<file path="src/rtl/clk_div_pkg.sv">
// Shared constants and ratio helpers for the programmable clock divider.
package clk_div_pkg;

    localparam int MIN_DIV = 2;

    function automatic logic [31:0] half(input logic [31:0] n);
        return n >> 1;
    endfunction

    function automatic logic is_odd(input logic [31:0] n);
        return n[0];
    endfunction

endpackage

</file>
<file path="src/rtl/clk_div_neg_retime.sv">
// Single falling-edge flop that delays the divider high phase by half a source clock.
module clk_div_neg_retime (
    input  logic clk,
    input  logic reset,
    input  logic d,
    output logic q
);

    logic hi_q;

    always_ff @(negedge clk or posedge reset) begin
        if (reset) hi_q <= 1'b0;
        else       hi_q <= d;
    end

    assign q = hi_q;

endmodule

</file>
<file path="src/rtl/clk_div_prog.sv">
// Run-time programmable 50%-duty integer divider; new ratios apply only at a period
// boundary (or immediately when idle) so clk_out never produces a runt pulse.
module clk_div_prog
    import clk_div_pkg::*;
#(
    parameter int WIDTH       = 8,
    parameter int DEFAULT_DIV = 6
) (
    input  logic             clk,
    input  logic             reset,
    input  logic             en,
    input  logic [WIDTH-1:0] div_val,
    input  logic             div_load,
    output logic             div_ack,
    output logic             div_err,
    output logic             clk_out,
    output logic             tick
);

    localparam logic [WIDTH-1:0] DEF_N = WIDTH'(DEFAULT_DIV);
    localparam logic [WIDTH-1:0] MIN_N = WIDTH'(MIN_DIV);

    logic [WIDTH-1:0] cnt_q, cnt_d;
    logic [WIDTH-1:0] n_q, n_d;
    logic [WIDTH-1:0] pend_q, pend_d;
    logic             pend_vld_q, pend_vld_d;
    logic             running_q, running_d;
    logic             odd_q, odd_d;
    logic             pos_hi_q, pos_hi_d;
    logic             tick_q, tick_d;
    logic             div_ack_q, div_ack_d;
    logic             div_err_q, div_err_d;
    logic             boundary;
    logic             apply;
    logic [WIDTH-1:0] half_n;
    logic             neg_hi;

    always_comb begin
        boundary   = running_q && (cnt_q == n_q - WIDTH'(1));
        // Idle counts as a boundary for ratio updates: nothing is being shaped yet.
        apply      = pend_vld_q && (boundary || !running_q);
        n_d        = n_q;
        pend_d     = pend_q;
        pend_vld_d = pend_vld_q;
        div_ack_d  = 1'b0;
        div_err_d  = 1'b0;

        if (apply) begin
            n_d        = pend_q;
            pend_vld_d = 1'b0;
            div_ack_d  = 1'b1;
        end

        // A load on the applying cycle re-arms pending after the old value took effect.
        if (div_load) begin
            if (div_val >= MIN_N) begin
                pend_d     = div_val;
                pend_vld_d = 1'b1;
            end else begin
                div_err_d = 1'b1;
            end
        end

        if (running_q) begin
            running_d = boundary ? en : 1'b1;
            cnt_d     = boundary ? '0 : cnt_q + WIDTH'(1);
        end else begin
            running_d = en;
            cnt_d     = '0;
        end

        odd_d    = (boundary || !running_q) ? is_odd(32'(n_d)) : odd_q;
        half_n   = WIDTH'(half(32'(n_d)));
        pos_hi_d = running_d && (cnt_d < half_n);
        tick_d   = running_d && (cnt_d == '0);
    end

    always_ff @(posedge clk or posedge reset) begin
        if (reset) begin
            cnt_q      <= '0;
            n_q        <= DEF_N;
            pend_q     <= '0;
            pend_vld_q <= 1'b0;
            running_q  <= 1'b0;
            odd_q      <= is_odd(32'(DEFAULT_DIV));
            pos_hi_q   <= 1'b0;
            tick_q     <= 1'b0;
            div_ack_q  <= 1'b0;
            div_err_q  <= 1'b0;
        end else begin
            cnt_q      <= cnt_d;
            n_q        <= n_d;
            pend_q     <= pend_d;
            pend_vld_q <= pend_vld_d;
            running_q  <= running_d;
            odd_q      <= odd_d;
            pos_hi_q   <= pos_hi_d;
            tick_q     <= tick_d;
            div_ack_q  <= div_ack_d;
            div_err_q  <= div_err_d;
        end
    end

    clk_div_neg_retime u_neg_retime (
        .clk   (clk),
        .reset (reset),
        .d     (pos_hi_q),
        .q     (neg_hi)
    );

    // Odd ratios stretch the high phase by the half cycle held in neg_hi.
    assign clk_out = odd_q ? (pos_hi_q | neg_hi) : pos_hi_q;
    assign tick    = tick_q;
    assign div_ack = div_ack_q;
    assign div_err = div_err_q;

endmodule

</file>
<file path="config.mk">
export PLATFORM = sky130hd
export DESIGN_NAME = clk_div_prog
export DESIGN_NICKNAME = d
export VERILOG_FILES = /design/src/rtl/clk_div_pkg.sv /design/src/rtl/clk_div_neg_retime.sv /design/src/rtl/clk_div_prog.sv
export SDC_FILE = /design/constraint.sdc
export NUM_CORES = 1
export LEC_CHECK = 0
export ABC_CLOCK_PERIOD_IN_PS = 6600
export BUFFER_PORTS_ARGS = -buffer_cell sky130_fd_sc_hd__buf_2
export CAP_MARGIN = 20
export CELL_PAD_IN_SITES_DETAIL_PLACEMENT = 0
export CELL_PAD_IN_SITES_GLOBAL_PLACEMENT = 1
export CORE_ASPECT_RATIO = 1.25
export CORE_UTILIZATION = 40
export CTS_CLUSTER_DIAMETER = 30
export DETAILED_ROUTE_END_ITERATION = 16
export PLACE_DENSITY = 0.81
export SYNTH_ARGS = -nofsm -noshare
export SYNTH_HDL_FRONTEND = slang
export SYNTH_SLANG_ARGS = --single-unit
</file>
<file path="constraint.sdc">
create_clock -name clk -period 6.6 [get_ports clk]
set_clock_uncertainty 0.1 [all_clocks]
set_input_delay 1.32 -clock clk [delete_from_list [all_inputs] [get_ports clk]]
set_output_delay 1.32 -clock clk [all_outputs]
set_load 0.01 [all_outputs]
</file>
Word-level counts from Yosys, hierarchy flattened
Index checks and enable logic that the tools add are counted.
{ "totals": {"mem_count": 0, "in_bits": 12, "ramBits": 0, "latchBits": 0, "ff_bits": 32, "word_cells": 37, "romBits": 0} }
{ "classes": {"multipliers": 0, "n_reduce_logical": 8, "addsub": 2, "n_div": 0, "bitwise_logic": 1, "eq_ne": 1, "muxes": 12, "shift": 0, "magnitude_cmp": 2} }
{ "ops": {"columns": ["operator", "count"], "rows": [
  ["8-bit two-way mux", 3],
  ["1-bit two-way mux", 9],
  ["8-bit by 1-bit adder with 8-bit output, second input constant", 1],
  ["8-bit == test", 1],
  ["8-bit by 2-bit >= comparator with 1-bit output, second input constant", 1],
  ["8-bit logical NOT", 1],
  ["8-bit by 7-bit < comparator with 1-bit output", 1],
  ["8-bit by 1-bit subtractor with 8-bit output, second input constant", 1],
  ["1-bit logical AND", 4],
  ["2-bit AND reduction", 1],
  ["1-bit logical NOT", 1],
  ["1-bit logical OR", 1],
  ["1-bit bitwise OR", 1]
]} }

Longest topological paths before layout
Gate-level depths: netlist (run 1).
{ "depth": {"ltp_word": 8, "mapped_depth": 14, "ltp_nobuf": 14} }

Modules after synthesis
From an unflattened synthesis (run 1), not the netlist that was laid out.
{ "unflattened": {"hier_cells": 179, "hier_area_um2": 1761.7} }
{ "modules_own_cells": {"columns": ["mod", "cells_each", "area_each_um2", "n_inst", "seq_area_each_um2"], "rows": [
  ["clk_div_prog", 177, 1732.9, 1, 778.2],
  ["clk_div_neg_retime", 2, 28.8, 1, 25.0]
]} }

==> results.txt, run 1 <==
number of fill cells in the layout -> 422
Post-CTS Hold Buffers -> 0
pin count of the biggest net entering global routing -> 33
first-pass GRT wire length -> 5600 um
Core Region -> 4160 um2
GPL Wtd Cong -> 0.782
initial antenna violation count -> 0
Worst EP required -> 5.18 ns
CTS H-tree lvls -> 2
average wire per standard cell -> 12.7 um
Syn. warnings -> 0
MaxCap Viol Count -> 0
RSZ-0062 raised after global routing -> false
final core occ -> 47.6%
ANT cells -> 0
max-slew violation count -> 0
Power Density -> 192 nW/um2
VDD IR max -> 0.147 mV
detailed-route DRC error count -> 0
Post-CTS Setup Inserts -> 0
total track usage -> 16.2%
Die Y -> 76.1 um
worst-path fanout max -> 1
number of synthesized register bits -> 32
Sum Neg Setup Slack -> 0 ns
Non-Filler Instances -> 250
dominant synthesized flop cell -> dfrtp_1
Final HPWL DP -> 2430 um
most frequent cells in the layout -> dfrtp_1, nand2_1, buf_2
Site Rows -> 26
Yosys cell types -> 46
number of global-route vias before repair -> 1,263
final wirelength -> 3170 um
CTS root buffer -> clkbuf_8
Max clock buf depth -> 2
GR Overflow Total -> 0
slack of the critical path -> 0.992 ns
CTS tree -> yes
Nets -> 213
outcome -> complete, no violations
critical setup path kind -> register to output pin
proportion of layout cells with a drive suffix above 1 -> 17.5%
Seq/Total Area, Yosys -> 45.7%
number of flops mapped to enable cells by yosys -> 0
chip width -> 61.3 um
cts repair resizes -> 0
final hold violations -> 0
multi-input combinational cell area -> 876 um2
Placed Cells -> 242
via density per instance -> 5.11
Crit. End Element -> output pin
worst slew pin tran -> 0.695 ns
latest clock arrival within the worst-skew pair -> 0.28 ns
num ports -> 16
clock sink total -> 32
crit path DAT -> 4.19 ns
Area growth, synth to finish -> 12.7%
FF/Latch Area -> 803 um2
Setup WS pre-CTS -> 1.30 ns
Final ANT Viol Nets -> 0
Hold Crit Class -> register to register
die area -> 4670 um2
Final setup viols -> 0
Cells after Synth -> 178
startpoint types -> register
clock transition at the registers of the reported paths -> 0.06 ns
DR pass1 iterations -> 4
Syn Area/Cell -> 9.88 um2
post-synth net total -> 198
Vias -> 1,278
Layout Cell Area excl Fill -> 1980 um2
commonest non-fill, non-tap cell in the layout -> dfrtp_1
Iteration-0 DRC Markers -> 35
fraction of registers with async set/reset -> 100%
Initial Util -> 42.2%
Num CTS Buffers -> 5
Leak Pwr -> 1.03 nW
dpl cell area -> 1880 um2
Rel. slew slack -> 53.7%
mapped cell area -> 1760 um2
I/O Buffers -> 15
## worst max-delay path, cell delays in order, from the launching register on
cell and delay [ns]:
dfrtn_1 0.33, a21o_1 0.14, buf_2 0.13
## synth_stat cells (2+ instances only)
| cell | n | area, um2 |
|---|---|---|
| nor3_1 | 4 | 20.0 |
| dfstp_2 | 2 | 52.6 |
| mux2i_1 | 7 | 70.1 |
| nand3_1 | 8 | 40.0 |
| nand2b_1 | 3 | 18.8 |
| xor2_1 | 6 | 52.6 |
| dfrtp_1 | 29 | 726 |
| o21ai_0 | 5 | 25.0 |
| a21oi_1 | 4 | 20.0 |
| nor2_1 | 12 | 45.0 |
| inv_1 | 13 | 48.8 |
| clkbuf_1 | 7 | 26.3 |
| nor4_1 | 2 | 12.5 |
| nand2_1 | 27 | 101 |
| ha_1 | 8 | 100 |
| and3_1 | 3 | 18.8 |
| xnor2_1 | 9 | 78.8 |
## flip-flops by register name (all words and copies together), names as in the netlist
| signal | flops |
|---|---|
| cnt_q | 8 |
| n_q | 8 |
| pend_q | 8 |
| div_ack | 1 |
| div_err | 1 |
| odd_q | 1 |
| pend_vld_q | 1 |
| pos_hi_q | 1 |
| running_q | 1 |
| tick | 1 |
| u_neg_retime.q | 1 |
## cell type report
type | count | share of cell area (%)
Tap cell | 56 | 3.54
Timing Repair Buffer | 16 | 4.17
Sequential cell | 32 | 40.6
Clock buffer | 8 | 5.05
Multi-Input combinational cell | 125 | 44.2
Inverter | 13 | 2.46
## metrics by stage
stage	power (mW)	hold WS [ns]
2_1_floorplan	0.215	0.345
3_3_place_gp	0.222	0.368
3_5_place_dp	0.222	0.375
4_1_cts	0.386	0.392
5_1_grt	0.396	0.412
6_report	0.380	0.388
## metal layers
metal  vias up  global-route usage [%]  routed length [um]
met4         0                    9.09                 116
met2        25                    25.4                1530
met1       603                    19.6                1430
li1        639                       -                   -
met3        11                    4.07                 100
met5         -                       0                   0
## power by group
| part | internal (mW) | switching [mW] |
|---|---|---|
| combinational | 0.00569 | 0.00883 |
| clock | 0.0950 | 0.0664 |
| sequential | 0.201 | 0.00276 |
## cells by family (layout without fill, tap and decap cells)
kind of cell    Yosys count  in the layout  synth area share (%)
compound gates           24             24                  11.7
xor+xnor                 16             16                  8.40
fa+ha+maj                 8              8                  5.69
buf+inv                  21             37                  4.48
flops                    32             32                  45.7
mux                       8              8                  4.63
simple gates             69             69                  19.4
## path summary, 6_finish.rpt
| path | cells past startpoint | startpoint | slack [ns] | endpoint |
|---|---|---|---|---|
| setup / recovery | 2 | u_neg_retime.q | 0.99 | clk_out |
| hold / removal | 2 | pend_q[2] | 0.39 | pend_q[2] |
| setup reg to reg | 14 | n_q[1] | 2.64 | pos_hi_q |
| hold reg to reg | 2 | pend_q[2] | 0.39 | pend_q[2] |
| max in group asynchronous | 3 | reset | 1.90 | u_neg_retime.q |
| min in group asynchronous | 3 | reset | 1.00 | odd_q |
No activity file was read; power rests on OpenSTA's default activity.
==> run 2: changes to the inputs <==
Settings changed: ABC_CLOCK_PERIOD_IN_PS 6600 to 5800.
Clock period 6.6 ns to 5.8 ns, I/O delays scaled along.
==> run 2 against run 1 <==
- via count up 0.47%
- core utilization up 0.18 points
- setup slack worse by 0.25 ns
==> results.txt, run 2 (synthesis results as in run 1) <==
outcome -> complete, no violations
CTS root buffer -> clkbuf_8
first-pass GRT wire length -> 5890 um (+5.2%)
RSZ-0062 raised after global routing -> false
chip width -> 61.3 um (unchanged)
Initial Util -> 42.2% (unchanged)
Worst Path Buf+Inv -> 1 (unchanged)
pin count of the biggest net entering global routing -> 32 (-3.0%)
Worst EP required -> 4.54 ns (-0.64 ns)
ANT cells -> 0 (unchanged)
Layout Cell Area excl Fill -> 1990 um2 (+0.38%)
worst slew pin tran -> 0.696 ns (+0.000914 ns)
num ports -> 16 (unchanged)
Vias -> 1,284 (+0.47%)
Leak Pwr -> 1.03 nW (+0.36%)
Power Internal -> 362 uW (+20%)
Hold Crit Class -> register to register
Final HPWL DP -> 2630 um (+8.1%)
Post-CTS Setup Inserts -> 0 (unchanged)
crit path DAT -> 3.80 ns (-0.39 ns)
number of global-route vias before repair -> 1,282 (+1.5%)
dpl cell area -> 1880 um2 (unchanged)
MaxCap Viol Count -> 0 (unchanged)
combinational share of power -> 3.6% (-0.2 points)
Final setup viols -> 0 (unchanged)
Site Rows -> 26 (unchanged)
max-slew violation count -> 0 (unchanged)
Clk network pwr share -> 45.3% (+2.8 points)
CTS H-tree lvls -> 2 (unchanged)
GR Overflow Total -> 0 (unchanged)
Core Region -> 4160 um2 (unchanged)
FF/Latch Area -> 803 um2 (unchanged)
via density per instance -> 5.14 (+0.47%)
final hold violations -> 0 (unchanged)
Nets -> 213 (unchanged)
final hold slack -> 0.375 ns (-0.0123 ns)
largest registers -> cnt_q: 8 flops, n_q: 8 flops, pend_q: 8 flops
number of fill cells in the layout -> 420 (-0.47%)
Area growth, synth to finish -> 13.1%
GPL Wtd Cong -> 0.821 (+5.0%)
die area -> 4670 um2 (unchanged)
worst-path fanout max -> 1 (unchanged)
final wirelength -> 3320 um (+4.7%)
initial antenna violation count -> 0 (unchanged)
cts repair resizes -> 0 (unchanged)
critical setup path kind -> register to output pin
Critical-path top delay cell -> dfrtn_1
Net Sw Power -> 91.3 uW (+17%)
DR pass1 iterations -> 4 (unchanged)
VDD IR max -> 0.199 mV (+35%)
clock sink total -> 32 (unchanged)
proportion of layout cells with a drive suffix above 1 -> 17.5% (unchanged)
Num CTS Buffers -> 5 (unchanged)
Iteration-0 DRC Markers -> 29 (-17%)
CTS tree -> yes
sw frac -> 20.1% (-0.43 points)
clock transition at the registers of the reported paths -> 0.06 ns (about the same)
Top delay family on crit path -> flip-flops
most frequent cells in the layout -> dfrtp_1, nand2_1, buf_2
Sum Neg Setup Slack -> 0 ns (unchanged)
sequential share of power -> 51.1% (-2.5 points)
detailed-route DRC error count -> 0 (unchanged)
Die Y -> 76.1 um (unchanged)
Post-CTS Hold Buffers -> 0 (unchanged)
startpoint types -> register
slowest stage delay, CP -> 0.39 ns (+0.06 ns)
multi-input combinational cell area -> 876 um2 (unchanged)
Crit. End Element -> output pin
ordered cell list for the critical path -> a21o_1, buf_2
Final ANT Viol Nets -> 0 (unchanged)
Max clock buf depth -> 2 (unchanged)
average wire per standard cell -> 13.3 um (+4.7%)
Rel. slew slack -> 53.6% (-0.061 points)
I/O Buffers -> 15 (unchanged)
total track usage -> 17.0% (+0.82 points)
latest clock arrival within the worst-skew pair -> 0.28 ns (about the same)
Power Density -> 228 nW/um2 (+19%)
commonest non-fill, non-tap cell in the layout -> dfrtp_1
## run 2: changes by cell type in the layout (fill, tap and decap cells not counted)
cell,before,now
bufinv_16,0,1
clkbuf_8,7,5
clkinv_2,0,1
## run 2: path summary, 6_finish.rpt
check                                 end  cells past startpoint            from  slack [ns]
max                               clk_out                      2  u_neg_retime.q        0.74
min                             pend_q[2]                      2       pend_q[2]        0.38
max reg2reg                      pos_hi_q                     14          n_q[1]        1.75
min reg2reg                     pend_q[2]                      2       pend_q[2]        0.38
max in group asynchronous  u_neg_retime.q                      2           reset        2.07
min in group asynchronous        cnt_q[6]                      3           reset        0.89
## run 2: tightest hold or removal path: cells and delay by family, from the launching register on
| family | cells | cell delay, ns |
|---|---|---|
| DFF | 1 | 0.34 |
| and+or+nand+nor | 2 | 0.10 |
## run 2: power groups by stage
stage	logic, mW	clock network, mW	registers [mW]
after floorplan	0.0103	0	0.235
after global placement	0.0167	0	0.235
after detailed placement	0.0171	0	0.236
after CTS	0.0172	0.211	0.232
after global routing	0.0196	0.219	0.232
final	0.0165	0.205	0.232
## run 2: area by class of cell
class                   count  area share, %
clock buffers               6           3.65
multi-input cells         125           44.1
well taps                  56           3.52
flip-flops and latches     32           40.4
inverters                  13           2.45
clock inverters             2           1.76
repair buffers             16           4.15
## run 2: metrics by stage
stage | utilization, % | cells | setup slack, ns | total power [mW]
after floorplan | - | 178 | 1.04 | 0.245
after global placement | 45.2 | 242 | 1.06 | 0.252
after detailed placement | 45.2 | 242 | 1.06 | 0.253
after CTS | 47.7 | 250 | 0.733 | 0.459
after global routing | 47.7 | 250 | 0.708 | 0.471
final | 47.7 | 250 | 0.745 | 0.454
## run 2: per-layer routing
metal / track usage [%] / vias up / part of all wire (%)
met5: 0 / - / 0
met4: 6.82 / 0 / 2.3
met3: 3.57 / 8 / 2.5
met2: 29.3 / 22 / 54
met1: 19.7 / 622 / 41
li1: - / 632 / -
==> run 3: changes to the inputs <==
Settings changed: ABC_CLOCK_PERIOD_IN_PS 5800 to 4100, PLACE_DENSITY 0.81 to 0.84.
Clock period 5.8 ns to 4.1 ns, I/O delays scaled along.
==> run 3 against run 2 <==
- setup slack got worse by 0.49 ns
- sequential share of layout area rose by 0.20 points
- worst hold slack improved by 0.0059 ns
- non-clock buffer count rose by 1
- sequential power rose by 41%
- register-to-register slack got worse by 1.1 ns
- die area did not move
- largest cell class unchanged
- first-iteration DRC count rose by 31%
- largest power group unchanged
- cell count rose by 0.40%
- critical path type unchanged
- global-route usage fell by 0.39 points
- clock power rose by 19%
==> results.txt, run 3 (synthesis results as in run 1) <==
most frequent cells in the layout -> dfrtp_1, nand2_1, buf_2
Critical-path top delay cell -> dfrtn_1
Layout Cell Area excl Fill -> 1980 um2 (-0.50%)
min-delay src -> pend_q[4]
die area -> 4670 um2 (unchanged)
detailed-route DRC error count -> 0 (unchanged)
critical setup path kind -> register to output pin
Power Internal -> 469 uW (+29%)
latest clock arrival within the worst-skew pair -> 0.28 ns (about the same)
sw frac -> 21.0% (+0.86 points)
num ports -> 16 (unchanged)
DR pass1 iterations -> 4 (unchanged)
dpl cell area -> 1890 um2 (+0.40%)
final wirelength -> 3220 um (-3.0%)
Final ANT Viol Nets -> 0 (unchanged)
worst-path fanout max -> 1 (unchanged)
proportion of layout cells with a drive suffix above 1 -> 17.4% (-0.090 points)
final hold violations -> 0 (unchanged)
sequential share of power -> 55.2% (+4.1 points)
ordered cell list for the critical path -> a21o_1, buf_2
WHS Path Cells -> 2 (unchanged)
Post-CTS Setup Inserts -> 0 (unchanged)
CTS tree -> yes
Min-Delay Endpoint -> pend_q[4]
Area growth, synth to finish -> 12.5%
FF-to-FF setup slack -> 0.61 ns (-1.14 ns)
crit path DAT -> 2.93 ns (-0.87 ns)
Core Region -> 4160 um2 (unchanged)
RSZ-0062 raised after global routing -> false
combinational share of power -> 3.9% (+0.3 points)
Final HPWL DP -> 2460 um (-6.5%)
number of global-route vias before repair -> 1,258 (-1.9%)
GR Overflow Total -> 0 (unchanged)
clock transition at the registers of the reported paths -> 0.06 ns (about the same)
VDD IR max -> 0.294 mV (+48%)
Initial Util -> 42.2% (unchanged)
Vias -> 1,241 (-3.3%)
ANT cells -> 0 (unchanged)
Nets -> 214 (+0.47%)
Max clock buf depth -> 2 (unchanged)
largest registers -> cnt_q: 8 flops, n_q: 8 flops, pend_q: 8 flops
first-pass GRT wire length -> 5650 um (-4.0%)
CTS root buffer -> clkbuf_8
Die Y -> 76.1 um (unchanged)
chip width -> 61.3 um (unchanged)
Worst EP required -> 3.18 ns (-1.36 ns)
Crit. End Element -> output pin
Leak Pwr -> 1.03 nW (-0.41%)
via density per instance -> 4.94 (-3.7%)
FF-to-FF Start -> n_q[1]
Rel. slew slack -> 73.5% (+20 points)
Worst R2R End -> pos_hi_q
average wire per standard cell -> 12.8 um (-3.4%)
Site Rows -> 26 (unchanged)
number of fill cells in the layout -> 435 (+3.6%)
Power Density -> 300 nW/um2 (+32%)
pin count of the biggest net entering global routing -> 32 (unchanged)
Post-CTS Hold Buffers -> 0 (unchanged)
outcome -> complete, no violations
GR Util met3 -> 3.06% (-0.51 points)
GR Util met2 -> 27.0% (-2.4 points)
met1 Use GR -> 20.2% (+0.53 points)
commonest non-fill, non-tap cell in the layout -> dfrtp_1
GR peak layer -> met2
Iteration-0 DRC Markers -> 38 (+31%)
CTS H-tree lvls -> 2 (unchanged)
Clk network pwr share -> 40.9% (-4.4 points)
total track usage -> 16.6% (-0.39 points)
MaxCap Viol Count -> 0 (unchanged)
Sum Neg Setup Slack -> 0 ns (unchanged)
Num CTS Buffers -> 5 (unchanged)
Final setup viols -> 0 (unchanged)
GPL Wtd Cong -> 0.778 (-5.3%)
initial antenna violation count -> 0 (unchanged)
FF/Latch Area -> 803 um2 (unchanged)
max-slew violation count -> 0 (unchanged)
startpoint types -> register
Hold Crit Class -> register to register
clock sink total -> 32 (unchanged)
multi-input combinational cell area -> 876 um2 (unchanged)
slowest stage delay, CP -> 0.32 ns (-0.07 ns)
Register-to-Register Path Depth -> 14 (unchanged)
worst slew pin tran -> 0.394 ns (-0.302 ns)
cts repair resizes -> 0 (unchanged)
I/O Buffers -> 15 (unchanged)
Net Sw Power -> 125 uW (+37%)
==> run 3: per-stage QoR <==
stage	hold WS [ns]	utilization [%]	setup slack, ns	cells	power [mW]
floorplan	0.345	-	0.530	178	0.347
global placement	0.357	45.3	0.558	243	0.357
detailed placement	0.365	45.3	0.546	243	0.358
CTS	0.381	47.5	0.237	251	0.601
global route	0.408	47.5	0.197	251	0.617
finish	0.381	47.5	0.250	251	0.594
==> run 3: worst max path at each step <==
| stage | cells past startpoint | to | startpoint | slack, ns |
|---|---|---|---|---|
| finish | 2 | clk_out | u_neg_retime.q | 0.25 |
| CTS | 2 | clk_out | u_neg_retime.q | 0.24 |
| floorplan | 1 | u_neg_retime.q | reset | 0.53 |
| global route | 2 | clk_out | u_neg_retime.q | 0.20 |
| detailed placement | 2 | clk_out | u_neg_retime.q | 0.55 |
| global placement | 2 | clk_out | u_neg_retime.q | 0.56 |
==> run 3: cell type report <==
cell class,count,area share (%)
multi-input cells,125,44.3
repair buffers,17,4.55
well taps,56,3.54
flip-flops and latches,32,40.6
clock buffers,8,4.55
inverters,13,2.47
==> run 3: routing by layer <==
layer / share of wire, % / wire length (um) / vias to the layer above
met2: 51 / 1650 / 22
met3: 2.4 / 76 / 8
li1: - / - / 638
met1: 44 / 1420 / 573
met5: 0 / 0 / -
met4: 2.4 / 77 / 0
==> run 3: power groups by stage <==
stage	sequential (mW)	combinational, mW	clock [mW]
floorplan	0.332	0.0146	0
global placement	0.333	0.0238	0
detailed placement	0.333	0.0243	0
CTS	0.328	0.0243	0.249
global route	0.328	0.0273	0.261
finish	0.328	0.0232	0.243
==> run 3: critical path: cells and delay by family (launching register included) <==
kind,cells,cell delay [ns]
flops,1,0.32
compound gates,1,0.14
buf+inv,1,0.13
